**src/rtl/rf_port_arbiter.sv**
```systemverilog
// Two-requester arbiter for a register file with a write port and two read ports.
// Round-robin contention, bounded lock ownership, one-cycle registered read valid.
module rf_port_arbiter #(
    parameter int unsigned M        = 3,
    parameter int unsigned N        = 8,
    parameter int unsigned LOCK_MAX = 4
) (
    input  logic             clk,
    input  logic             rst,
    input  logic [1:0]       req,
    input  logic [1:0]       lock,
    input  logic [1:0]       we,
    input  logic [2*M-1:0]   addr_a,
    input  logic [2*M-1:0]   addr_b,
    input  logic [2*N-1:0]   wdata,
    output logic [1:0]       gnt,
    output logic [1:0]       rvalid,
    output logic [N-1:0]     rdata_a,
    output logic [N-1:0]     rdata_b,
    output logic             rf_write,
    output logic             rf_reada,
    output logic             rf_readb,
    output logic [M-1:0]     rf_waddr,
    output logic [M-1:0]     rf_ra,
    output logic [M-1:0]     rf_rb,
    output logic [N-1:0]     rf_wd,
    input  logic [N-1:0]     rf_qa,
    input  logic [N-1:0]     rf_qb
);

    localparam int unsigned CW = $clog2(LOCK_MAX + 1);

    typedef enum logic {
        ST_OPEN,
        ST_HELD
    } state_e;

    state_e          state_q;
    logic            owner_q;
    logic [CW-1:0]   cnt_q;
    logic [CW-1:0]   cnt_inc;
    logic            last_q;
    logic [1:0]      rvalid_q;

    logic            hold_c;
    logic            gnt_vld_c;
    logic            gnt_idx_c;
    logic            sel_we;
    logic [M-1:0]    sel_aa;
    logic [M-1:0]    sel_ab;
    logic [N-1:0]    sel_wd;

    // Keep the owner unless it released, or its lock budget ran out while the other waits.
    always_comb begin
        hold_c    = 1'b0;
        gnt_vld_c = 1'b0;
        gnt_idx_c = 1'b0;
        if (!rst) begin
            hold_c = (state_q == ST_HELD) && req[owner_q] && lock[owner_q] &&
                     !((cnt_q == CW'(LOCK_MAX)) && req[~owner_q]);
            if (hold_c) begin
                gnt_vld_c = 1'b1;
                gnt_idx_c = owner_q;
            end else if (req == 2'b11) begin
                gnt_vld_c = 1'b1;
                gnt_idx_c = ~last_q;
            end else if (req[0]) begin
                gnt_vld_c = 1'b1;
                gnt_idx_c = 1'b0;
            end else if (req[1]) begin
                gnt_vld_c = 1'b1;
                gnt_idx_c = 1'b1;
            end
        end
    end

    assign cnt_inc = (cnt_q == CW'(LOCK_MAX)) ? cnt_q : cnt_q + CW'(1);

    assign sel_we = gnt_idx_c ? we[1]              : we[0];
    assign sel_aa = gnt_idx_c ? addr_a[2*M-1:M]    : addr_a[M-1:0];
    assign sel_ab = gnt_idx_c ? addr_b[2*M-1:M]    : addr_b[M-1:0];
    assign sel_wd = gnt_idx_c ? wdata[2*N-1:N]     : wdata[N-1:0];

    assign gnt      = gnt_vld_c ? (gnt_idx_c ? 2'b10 : 2'b01) : 2'b00;
    assign rf_write = gnt_vld_c && sel_we;
    assign rf_reada = gnt_vld_c && !sel_we;
    assign rf_readb = rf_reada;
    assign rf_waddr = rf_write ? sel_aa : '0;
    assign rf_wd    = rf_write ? sel_wd : '0;
    assign rf_ra    = rf_reada ? sel_aa : '0;
    assign rf_rb    = rf_reada ? sel_ab : '0;

    // The register file already registers its read data; pass it straight through.
    assign rdata_a = rf_qa;
    assign rdata_b = rf_qb;
    assign rvalid  = rvalid_q & {2{~rst}};

    always_ff @(posedge clk) begin
        if (rst) begin
            state_q  <= ST_OPEN;
            owner_q  <= 1'b0;
            cnt_q    <= '0;
            last_q   <= 1'b1;
            rvalid_q <= 2'b00;
        end else begin
            rvalid_q <= gnt & ~we;
            if (gnt_vld_c) begin
                last_q <= gnt_idx_c;
            end
            if (gnt_vld_c && lock[gnt_idx_c]) begin
                state_q <= ST_HELD;
                owner_q <= gnt_idx_c;
                cnt_q   <= hold_c ? cnt_inc : CW'(1);
            end else begin
                state_q <= ST_OPEN;
                cnt_q   <= '0;
            end
        end
    end

endmodule

```
**config.mk**
```make
export PLATFORM = sky130hd
export DESIGN_NAME = rf_port_arbiter
export DESIGN_NICKNAME = d
export VERILOG_FILES = /design/src/rtl/rf_port_arbiter.sv
export SDC_FILE = /design/constraint.sdc
export NUM_CORES = 1
export LEC_CHECK = 0
export ABC_CLOCK_PERIOD_IN_PS = 5600
export BUFFER_PORTS_ARGS = -buffer_cell sky130_fd_sc_hd__buf_2
export CAP_MARGIN = 20
export CELL_PAD_IN_SITES_DETAIL_PLACEMENT = 1
export CELL_PAD_IN_SITES_GLOBAL_PLACEMENT = 1
export CORE_MARGIN = 4
export CORE_UTILIZATION = 24
export CTS_CLUSTER_DIAMETER = 150
export DETAILED_ROUTE_END_ITERATION = 16
export MAX_ROUTING_LAYER = met4
export PLACE_DENSITY = 0.86
export REMOVE_ABC_BUFFERS = 1
export SYNTH_ARGS = -nofsm -noshare
export SYNTH_HDL_FRONTEND = slang
export SYNTH_SLANG_ARGS = --single-unit
export TNS_END_PERCENT = 20
```
**constraint.sdc**
```tcl
create_clock -name clk -period 5.6 [get_ports clk]
set_clock_uncertainty 0.05 [all_clocks]
set_input_delay 1.12 -clock clk [delete_from_list [all_inputs] [get_ports clk]]
set_output_delay 1.12 -clock clk [all_outputs]
set_load 0.03 [all_outputs]
```
After elaboration in Yosys (flattened, before gate mapping)
Index checks and enable logic that the tools add are counted.

word-level totals
  input bits = 52
  register bits after elaboration = 8

operators by class
  bitwise operators = 8
  reductions and logical operators = 11
  add/sub/neg operators = 1
  muxes and demuxes = 31
  magnitude comparators = 3
  eq/ne operators = 3

operator list
  kind                                                                  number
  1-bit two-way mux                                                     22
  8-bit two-way mux                                                     2
  3-bit two-way mux                                                     5
  1-bit logical AND                                                     7
  1-bit by 2-bit < comparator with 1-bit output, second input constant  3
  1-bit NOT                                                             5
  2-bit bitwise AND                                                     2
  2-bit two-way mux                                                     2
  3-bit by 1-bit adder with 3-bit output, second input constant         1
  3-bit equality test, second input constant                            1
  3-bit OR reduction                                                    1
  2-bit equality test, second input constant                            1
  1-bit logical NOT                                                     2
  2-bit inequality test, second input constant                          1
  2-bit NOT                                                             1
  2-bit OR reduction                                                    1

Logic depth before layout (Yosys ltp)
Gate-level depths: netlist (run 1).

  depth after elaboration = 13
  depth in mapped cells = 9

Least setup slack after synthesis (run 1)
No wires, ideal clock.

  path kind = input to output
  from = in lock[1]
  to = out rf_waddr[0]
  buffers on the path = 2
  stages on the path = 6
  data required time = 4430 ps
  slack = 1866 ps
  data arrival time = 2564 ps
  cell sequence = and4_1 > a22oi_2 > nor2_2 > buf_6 > buf_6 > o21ai_0

on the way
  cells in the longest elaborated chain, start to end = 9

RTL lines
  what                                                       line  text
  start: declaration                                         11    input logic [1:0] lock,
  1-bit two-way mux (not written as such) (*) (2 in series)  59    hold_c = (state_q == ST_HELD) && req[owner_q] && lock[owner_q] &&
  1-bit logical AND (*) (2 in series)                        59
  1-bit two-way mux                                          61    if (hold_c) begin
  1-bit two-way mux                                          58    if (!rst) begin
  1-bit two-way mux                                          79    assign sel_we = gnt_idx_c ? we[1] : we[0];
  1-bit logical AND                                          85    assign rf_write = gnt_vld_c && sel_we;
  3-bit two-way mux (*)                                      88    assign rf_waddr = rf_write ? sel_aa : '0;
  end: declaration                                           23    output logic [M-1:0] rf_waddr,

Mark *: on every way between the ends. The rest lies on a longest branch, timed or not. The select of a mux whose other input is x is not followed.

Final worst setup path (run 1)
  from = in req[1]
  to = out rf_write

on the way
  cells in the longest elaborated chain, start to end = 9

RTL lines
  what                                                           line    text
  start: declaration                                             10      input logic [1:0] req,
  1-bit two-way mux, on equally long branches (2 in series)      59, 60
  1-bit logical AND, on equally long branches                    59, 60
  1-bit logical AND / 1-bit logical NOT (equally long branches)  59, 60
  1-bit logical AND                                              59
  1-bit two-way mux                                              61
  1-bit two-way mux                                              58
  1-bit two-way mux                                              79
  1-bit logical AND (*)                                          85
  end: declaration                                               20      output logic rf_write,

Marks and branches as above.

==> results of run 1 <==
kinds of logic (layout without fill, tap and decap cells):
group,Yosys count,count (layout),synth area share
xor+xnor,1,1,0.00949
simple gates,65,65,0.366
fa+ha+maj,2,2,0.0271
buf+inv,29,68,0.215
mux,3,3,0.0339
flops,8,8,0.173
compound gates,28,28,0.175
path summary, 6_finish.rpt:
path	slack, ns	to	startpoint
hold reg to reg	0.49	last_q$_SDFFE_PP1P_	last_q$_SDFFE_PP1P_
setup reg to reg	3.69	last_q$_SDFFE_PP1P_	cnt_q[0]$_SDFFE_PP0P_
setup / recovery	1.83	rf_write	req[1]
hold / removal	0.49	last_q$_SDFFE_PP1P_	last_q$_SDFFE_PP1P_
metal layers:
layer,global-route usage,part of all wire
met5,-,0
met4,0.0723,0.031
met3,0.0576,0.10
met2,0.203,0.47
met1,0.131,0.40
worst min-delay path: cells and delay by family, from the launching register on:
kind	cells	cell delay, ns
flip-flops	1	0.36
AND/OR/NAND/NOR	1	0.06
AO/OA/AOI/OAI	1	0.09
cell usage in the layout, fill, tap and decap left out, types with 2 or more instances in the layout:
| cell | instances |
|---|---|
| nor2b_1 | 4 |
| nand2_1 | 22 |
| mux2i_1 | 2 |
| a21oi_1 | 3 |
| o21ai_1 | 3 |
| o21ai_0 | 17 |
| nor3_1 | 5 |
| buf_2 | 59 |
| nor2_1 | 4 |
| clkbuf_8 | 3 |
| inv_1 | 5 |
| nand3_1 | 18 |
| dfxtp_1 | 8 |
| ha_1 | 2 |
| and2_1 | 3 |
registers in the layout (all words and copies together) (netlist names):
register  cells
last_q        1
owner_q       1
state_q       1
cnt_q         3
rvalid_q      2
through the flow:
step / instances / cell area (µm²) / total power, mW / hold slack (ns) / setup slack [ns]
detailed placement: 220 / 1110 / 0.140 / 0.484 / 1.87
CTS: 223 / 1150 / 0.209 / 0.492 / 1.84
floorplan: 112 / 743 / 0.108 / 0.411 / 1.74
global route: 223 / 1150 / 0.219 / 0.522 / 1.72
global placement: 220 / 1110 / 0.139 / 0.456 / 1.93
finish: 223 / 1150 / 0.205 / 0.487 / 1.83
layout make-up:
class,instances,share of cell area
Timing Repair Buffer,60,0.264
Inverter,5,0.0164
Sequential cell,8,0.140
Multi-Input combinational cell,99,0.492
Tap cell,48,0.0523
Clock buffer,3,0.0360
power by group through the flow:
stage               Combinational, mW  Sequential [mW]  Clock (mW)
global placement               0.0749           0.0636           0
floorplan                      0.0451           0.0630           0
finish                         0.0760           0.0630      0.0661
detailed placement             0.0762           0.0638           0
global route                   0.0835           0.0633      0.0723
CTS                            0.0765           0.0629      0.0691
==> run_results.csv, run 1 <==
group,metric,value,unit
final_layout,layout-drive-gt1-share,0.389,
pwr,p_leak,0.550,nW
timing,max_freq,0.265,GHz
pwr,comb_power_share,0.370,
yosys,yosysWarnings,0,
global_routing,first_global_vias,1095,
critical_path,critical_path_depth,7,
final_layout,seq_area,160,µm²
critical_path,cpLargestDelayFamily,"buffers and inverters",
cts,cts-resized-gates,0,
global_routing,grt_util_all_layers,0.128,
pwr,power.density,179,nW/µm²
final_layout,antenna-diode-count,0,
pwr,swShare,0.354,
yosys,synth_flop_cell,"dfxtp_1",
timing,fin_crit_sh,0.674,
cts,clockRootBuffer,"clkbuf_8",
drt,via_count,1080,
floorplanning,coreArea,3690,µm²
floorplanning,start_util,0.250,
critical_path,slowest_stage,"mux2_1",
global_routing,grt_max_degree,39,
cts,cts_buffers,3,
yosys,synthesis.area,923,µm²
final_layout,final_nets,231,
run_status,status,"finished, final reports clean",
cts,insertion_delay,0.22,ns
cts,postCtsSetupRepairBufs,0,
drt,ant_nets,0,
timing,worst_slew_pin_slew,0.631,ns
floorplanning,die-area,4900,µm²
cts,clockBufferDepth,2,
critical_path,critPathMaxFanout,38,
yosys,synth_top_area_frac,0.173,
yosys,yosysSeqAreaShare,0.173,
critical_path,arrival,2.60,ns
yosys,synth_area_leaders,"dfxtp_1 (17%), buf_4 (14%), nand3_1 (9.8%)",
drt,drt_iter0_drc,31,
critical_path,required,4.43,ns
min_path,hold_depth,2,
drt,totalWireLength,3190,µm
min_path,worstHoldPathType,"reg2reg",
placement,dp_hpwl,2650,µm
final_layout,synthToLayoutAreaGrowth,24.3,%
cts,path_clk_slew,0.04,ns
placement,port_buffers,59,
yosys,netlist_instances,136,
final_layout,finish.utilization,0.311,
critical_path,cp-end-kind,"output port",
global_routing,grt_antenna_before_repair,0,
yosys,yosysTopAreaCell,"dfxtp_1",
critical_path,worst-path-buf-inv,3,
yosys,synth_cell_types,33,
floorplanning,die_y,70.0,µm
pwr,intPower,132,µW
global_routing,grt_overflow,0,
pwr,irDropWorstVdd,145,µV
drt,drc_errors,0,
yosys,avgSynthCellArea,6.79,µm²
pwr,pwr-share-clk,0.322,
cts,ctsHtreeMaxLevel,1,
yosys,synth_common_cells,"nand2_1 (22), nand3_1 (18), buf_4 (17), o21ai_0 (17), dfxtp_1 (8)",
critical_path,crit_path_max_incr_delay,0.35,ns
yosys,ys_async_sr_fraction,0,
floorplanning,die_width,70.0,µm
timing,final_hold_viol_count,0,
pwr,p_switching,72.7,µW
cts,cts.sinks,8,
flow_run,cap_violations,0,
timing,relSlewSlack,0.576,
critical_path,reg2reg_depth,8,
placement,gp_congestion,0.914,
drt,vias_per_cell,4.84,
timing,final.setup.tns,0,ns
yosys,synth-seq-cells,8,
floorplanning,io_pins,92,
cts,hold_buffers,0,
drt,firstDrtPassIters,4,
cts,cts_tree,"built",
yosys,synth.most_common_cell,"nand2_1",
timing,period_minus_slack,3.77,ns
final_layout,multi_input_area,564,µm²
yosys,synth_edf_count,0,
timing,setup-violations-final,0,
critical_path,critPathKind,"in2out",
final_layout,fillers,514,
critical_path,path_cells,"buf_2, and4_1, a22oi_2, nor2_2, buf_4, mux2_1, buf_2",
critical_path,crit_top_cell,"buf_2",
timing,rsz0062_at_grt,"no",
floorplanning,rows,22,
drt,wl_per_cell,14.3,µm
pwr,seqPwrFrac,0.307,
critical_path,worst_setup_path_start_kind,"input pin",
timing,maxSlewViolCount,0,
global_routing,grt_pass1_wl,5060,µm
No activity file was read; power rests on OpenSTA's default activity.
==> inputs of run 2 (changes only) <==
--- a/config.mk
+++ b/config.mk
@@ -5,17 +5,17 @@
 export SDC_FILE = /design/constraint.sdc
 export NUM_CORES = 1
 export LEC_CHECK = 0
-export ABC_CLOCK_PERIOD_IN_PS = 5600
+export ABC_CLOCK_PERIOD_IN_PS = 3620
 export BUFFER_PORTS_ARGS = -buffer_cell sky130_fd_sc_hd__buf_2
 export CAP_MARGIN = 20
 export CELL_PAD_IN_SITES_DETAIL_PLACEMENT = 1
 export CELL_PAD_IN_SITES_GLOBAL_PLACEMENT = 1
 export CORE_MARGIN = 4
-export CORE_UTILIZATION = 24
+export CORE_UTILIZATION = 22
 export CTS_CLUSTER_DIAMETER = 150
 export DETAILED_ROUTE_END_ITERATION = 16
 export MAX_ROUTING_LAYER = met4
-export PLACE_DENSITY = 0.86
+export PLACE_DENSITY = 0.8
 export REMOVE_ABC_BUFFERS = 1
 export SYNTH_ARGS = -nofsm -noshare
 export SYNTH_HDL_FRONTEND = slang
==> constraint.sdc (replaced) <==
create_clock -name clk -period 3.62 [get_ports clk]
set_clock_uncertainty 0.05 [all_clocks]
set_input_delay 0.724 -clock clk [delete_from_list [all_inputs] [get_ports clk]]
set_output_delay 0.724 -clock clk [all_outputs]
set_load 0.03 [all_outputs]
==> run 2 against run 1 <==
  * Die area grew 8.0%
  * Largest cell class unchanged
  * Final cell count grew 1.3%
  * Critical path depth grew 1
  * Routed wire length up 0.78%
  * Largest power group unchanged
  * Combinational power increased by 55%
  * Sequential share of layout area down 0.12 points
  * Sequential cell count unchanged
==> run_results.csv, run 2 (synthesized netlist as in run 1, its figures left out) <==
group,metric,value,unit
run_status,status,"finished, final reports clean",
global_routing,grt_antenna_before_repair,0,
cts,cts.sinks,8,
floorplanning,die_width,72.8,µm
drt,wl_per_cell,14.2,µm
critical_path,worst_setup_path_start_kind,"flop",
floorplanning,io_pins,92,
drt,ant_nets,0,
timing,final.setup.tns,0,ns
pwr,power.density,279,nW/µm²
placement,post-place-ws,0.677,ns
final_layout,layout-drive-gt1-share,0.392,
drt,totalWireLength,3210,µm
timing,setup-violations-final,0,
cts,path_clk_slew,0.04,ns
cts,insertion_delay,0.23,ns
timing,setup_ws,0.602,ns
final_layout,final_nets,232,
timing,maxSlewViolCount,0,
drt,drt_iter0_drc,43,
critical_path,cp-end-kind,"output port",
critical_path,timing.reg2reg.setup_slack,1.72,ns
floorplanning,die_y,72.8,µm
final_layout,top_regs,"cnt_q x3, rvalid_q x2",
pwr,finalPower,323,µW
critical_path,reg2reg_to,"cnt_q[1]$_SDFFE_PP0P_",
final_layout,layout_commonest_cell,"buf_2",
drt,firstDrtPassIters,3,
placement,dp_hpwl,2660,µm
min_path,worstHoldPathType,"reg2reg",
timing,fin_crit_sh,0.834,
critical_path,r2r_start,"cnt_q[0]$_SDFFE_PP0P_",
global_routing,grt_pass1_wl,5040,µm
drt,vias_per_cell,4.87,
timing,relSlewSlack,0.711,
critical_path,critPathKind,"reg2out",
critical_path,arrival,2.24,ns
global_routing,grt_util_all_layers,0.122,
critical_path,critPathMaxFanout,38,
cts,cts-resized-gates,0,
final_layout,top_register,"cnt_q",
timing,period_minus_slack,3.02,ns
cts,cts_tree,"built",
timing,rsz0062_at_grt,"no",
cts,hold_buffers,0,
final_layout,synthToLayoutAreaGrowth,25.3,%
cts,clockBufferDepth,2,
global_routing,grt_overflow,0,
floorplanning,rows,23,
pwr,irDropWorstVdd,191,µV
pwr,p_leak,0.555,nW
global_routing,first_global_vias,1125,
final_layout,fillers,547,
floorplanning,start_util,0.229,
floorplanning,die-area,5300,µm²
final_layout,largest_register_ffs,3,
min_path,hold_start,"last_q$_SDFFE_PP1P_",
cts,ctsHtreeMaxLevel,1,
final_layout,antenna-diode-count,0,
critical_path,reg2reg_depth,7,
timing,final_hold_viol_count,0,
timing,max_freq,0.331,GHz
cts,clockRootBuffer,"clkbuf_8",
placement,port_buffers,59,
min_path,hold_depth,2,
placement,gp_congestion,0.822,
drt,drc_errors,0,
min_path,whs_endpoint,"last_q$_SDFFE_PP1P_",
timing,worst_slew_pin_slew,0.434,ns
drt,via_count,1101,
cts,postCtsSetupRepairBufs,0,
flow_run,cap_violations,0,
critical_path,required,2.85,ns
final_layout,final_cell_mix,"buf_2 (59), nand2_1 (22), nand3_1 (18), o21ai_0 (17), dfxtp_1 (8)",
global_routing,grt_max_degree,39,
floorplanning,coreArea,4030,µm²
cts,cts_buffers,3,
-- run 2: worst max path at each step --
stage / slack (ns) / from / depth (start not counted) / endpoint
3_3_place_gp: 0.69 / req[0] / 6 / rf_write
3_5_place_dp: 0.68 / req[1] / 7 / rf_write
2_1_floorplan: 0.55 / lock[1] / 5 / rf_reada
4_1_cts: 0.60 / cnt_q[0]$_SDFFE_PP0P_ / 8 / rf_write
5_1_grt: 0.43 / cnt_q[0]$_SDFFE_PP0P_ / 9 / rf_reada
6_report: 0.60 / cnt_q[0]$_SDFFE_PP0P_ / 8 / rf_write
-- run 2: routing by layer --
metal	track usage	share of wire	vias to the layer above
met5	-	0	-
met4	0.0328	0.017	0
met3	0.0606	0.11	6
met2	0.205	0.49	54
met1	0.126	0.38	507
li1	-	-	534
-- run 2: power by group --
group	internal [mW]	switching (mW)	total [mW]
sequential	0.0931	0.00390	0.0970
combinational	0.0408	0.0772	0.118
clock	0.0721	0.0355	0.108
total	0.206	0.117	0.323
-- run 2: final cells by class --
cell class                 count  area, µm²  share of cell area
sequential                     8        160               0.138
multi-input combinational     99        564               0.488
tap                           50       62.6              0.0541
timing repair buffer          61        310               0.268
clock buffer                   3       41.3              0.0357
inverter                       5       18.8              0.0162
-- run 2: metrics by stage --
step / instances / hold WS [ns] / cell area [µm²] / utilization
floorplan: 112 / 0.411 / 743 / -
detailed placement: 223 / 0.455 / 1120 / 0.277
CTS: 226 / 0.474 / 1160 / 0.287
global route: 226 / 0.513 / 1160 / 0.287
global placement: 223 / 0.443 / 1120 / 0.277
finish: 226 / 0.467 / 1160 / 0.287
-- run 2: critical path: stages (launching register included) --
cell and delay, ns:
dfxtp_1 0.36, inv_1 0.06, ha_1 0.22, nand2_1 0.19, nor4b_4 0.35, nor2_2 0.07
buf_4 0.24, mux2_1 0.34, buf_2 0.18
==> inputs of run 3 (changes only) <==
--- a/config.mk
+++ b/config.mk
@@ -5,17 +5,17 @@
 export SDC_FILE = /design/constraint.sdc
 export NUM_CORES = 1
 export LEC_CHECK = 0
-export ABC_CLOCK_PERIOD_IN_PS = 3620
+export ABC_CLOCK_PERIOD_IN_PS = 2600
 export BUFFER_PORTS_ARGS = -buffer_cell sky130_fd_sc_hd__buf_2
 export CAP_MARGIN = 20
 export CELL_PAD_IN_SITES_DETAIL_PLACEMENT = 1
 export CELL_PAD_IN_SITES_GLOBAL_PLACEMENT = 1
 export CORE_MARGIN = 4
-export CORE_UTILIZATION = 22
+export CORE_UTILIZATION = 20
 export CTS_CLUSTER_DIAMETER = 150
 export DETAILED_ROUTE_END_ITERATION = 16
 export MAX_ROUTING_LAYER = met4
-export PLACE_DENSITY = 0.8
+export PLACE_DENSITY = 0.77
 export REMOVE_ABC_BUFFERS = 1
 export SYNTH_ARGS = -nofsm -noshare
 export SYNTH_HDL_FRONTEND = slang
==> constraint.sdc (replaced) <==
create_clock -name clk -period 2.6 [get_ports clk]
set_clock_uncertainty 0.05 [all_clocks]
set_input_delay 0.52 -clock clk [delete_from_list [all_inputs] [get_ports clk]]
set_output_delay 0.52 -clock clk [all_outputs]
set_load 0.03 [all_outputs]
==> run 3 against run 2 <==
  * Via count rose by 2.5%
  * Worst setup slack got worse by 0.51 ns
  * First-iteration DRC count fell by 56%
  * Core utilization fell by 0.50 points
  * Routed wire length rose by 7.2%
  * Combinational power rose by 55%
  * Final cell count rose by 2.7%
  * Power rose by 44%
  * Worst hold slack got worse by 0.0088 ns
  * Sequential power rose by 40%
  * Sequential share of layout area fell by 0.79 points
  * Critical endpoint is now rf_readb
==> run_results.csv, run 3 (synthesized netlist as in run 1, its figures left out) <==
group,metric,value,unit
timing,setup_ws,0.0875,ns
cts,cts.sinks,8,
drt,firstDrtPassIters,4,
floorplanning,coreArea,4410,µm²
min_path,hold_start,"last_q$_SDFFE_PP1P_",
global_routing,grt_max_degree,39,
critical_path,cpLargestDelayFamily,"simple AND/OR/NAND/NOR gates",
critical_path,arrival,1.94,ns
final_layout,antenna-diode-count,0,
placement,post-place-ws,0.146,ns
cts,hold_buffers,0,
cts,cts_tree,"built",
critical_path,crit_path_max_incr_delay,0.37,ns
cts,clockRootBuffer,"clkbuf_8",
critical_path,critPathKind,"reg2out",
placement,dpl_cell_area,1150,µm²
critical_path,startpoint,"cnt_q[0]$_SDFFE_PP0P_",
placement,port_buffers,59,
final_layout,largest_register_ffs,3,
global_routing,grt_util_all_layers,0.113,
timing,max_freq,0.398,GHz
run_status,status,"finished, final reports clean",
global_routing,grt_overflow,0,
drt,drc_errors,0,
final_layout,final_area,1250,µm²
placement,dp_hpwl,2780,µm
placement,gp_congestion,0.818,
critical_path,r2r_start,"cnt_q[0]$_SDFFE_PP0P_",
floorplanning,die-area,5770,µm²
floorplanning,rows,24,
final_layout,top_regs,"cnt_q x3, rvalid_q x2",
timing,setup-violations-final,0,
cts,insertion_delay,0.23,ns
final_layout,final_cell_mix,"buf_2 (57), nand2_1 (21), nand3_1 (17), o21ai_0 (17), dfxtp_1 (6)",
drt,wl_per_cell,14.8,µm
drt,ant_nets,0,
pwr,irDropWorstVdd,224,µV
timing,final_hold_viol_count,0,
critical_path,worst-path-buf-inv,3,
floorplanning,io_pins,92,
flow_run,cap_violations,0,
cts,path_clk_slew,0.04,ns
timing,fin_crit_sh,0.966,
timing,period_minus_slack,2.51,ns
final_layout,layout_commonest_cell,"buf_2",
drt,vias_per_cell,4.86,
final_layout,layout-drive-gt1-share,0.444,
global_routing,grt_pass1_wl,5440,µm
critical_path,required,2.03,ns
drt,drt_iter0_drc,19,
floorplanning,die_y,75.9,µm
final_layout,synthToLayoutAreaGrowth,35.0,%
timing,relSlewSlack,0.721,
final_layout,top_register,"cnt_q",
final_layout,final_nets,236,
critical_path,path_cells,"inv_1, ha_2, nand2_2, nor4b_4, buf_4, nor4_1, or2_1, clkbuf_4",
critical_path,slowest_stage,"nor4_1",
cts,ctsHtreeMaxLevel,1,
drt,via_count,1128,
critical_path,worst_setup_path_start_kind,"flop",
floorplanning,start_util,0.209,
pwr,power.density,374,nW/µm²
cts,cts_buffers,3,
floorplanning,die_width,75.9,µm
final_layout,fillers,580,
drt,totalWireLength,3440,µm
critical_path,critPathMaxFanout,3,
critical_path,cp-end-kind,"output port",
timing,maxSlewViolCount,0,
timing,rsz0062_at_grt,"yes",
global_routing,first_global_vias,1163,
pwr,p_leak,0.586,nW
cts,clockBufferDepth,2,
global_routing,grt_antenna_before_repair,0,
min_path,worstHoldPathType,"reg2reg",
timing,worst_slew_pin_slew,0.415,ns
[run 3: stage by stage]
step / TNS (ns) / cells / util / hold WS (ns) / power [mW]
after floorplan: -0.929 / 112 / - / 0.411 / 0.233
after global placement: 0 / 227 / 0.260 / 0.440 / 0.306
after detailed placement: 0 / 227 / 0.260 / 0.457 / 0.309
after CTS: 0 / 230 / 0.269 / 0.461 / 0.461
after global routing: -0.160 / 232 / 0.282 / 0.490 / 0.496
final: 0 / 232 / 0.282 / 0.458 / 0.466
[run 3: path summary, 6_finish.rpt]
kind / to / slack, ns / depth (start not counted)
max: rf_readb / 0.09 / 8
max reg2reg: cnt_q[1]$_SDFFE_PP0P_ / 0.79 / 8
min: last_q$_SDFFE_PP1P_ / 0.46 / 2
min reg2reg: last_q$_SDFFE_PP1P_ / 0.46 / 2
[run 3: where the power goes]
group | switching (mW) | internal (mW)
sequential | 0.00596 | 0.130
clock | 0.0466 | 0.100
combinational | 0.113 | 0.0697
total | 0.166 | 0.300
[run 3: layer usage]
metal,track usage,wire [µm],vias to the layer above
li1,-,-,544
met1,0.114,1330,532
met2,0.198,1780,50
met3,0.0569,315,2
met4,0.0160,21,0
met5,-,0,-
[run 3: what timing repair did]
action | 4_1_cts | 5_1_grt
resized for setup | 0 | 10
setup endpoints to repair | 0 | 14
buffers inserted | 0 | 1
endpoints found under the hold margin | 0 | 0
[run 3: final cells by class]
class / count / area (µm²) / share of cell area
Clock buffer: 3 / 41.3 / 0.0331
Inverter: 5 / 18.8 / 0.0151
Multi-Input combinational cell: 99 / 583 / 0.468
Sequential cell: 8 / 163 / 0.131
Tap cell: 52 / 65.1 / 0.0522
Timing Repair Buffer: 65 / 375 / 0.301
[run 3: worst reg2reg max path: cells and delay by family, from the launching register on]
kind / cells / cell delay (ns)
AO/OA/AOI/OAI: 1 / 0.32
AND/OR/NAND/NOR: 4 / 0.52
buffers and inverters: 2 / 0.24
flip-flops: 1 / 0.34
adder cells (fa/ha/maj): 1 / 0.20
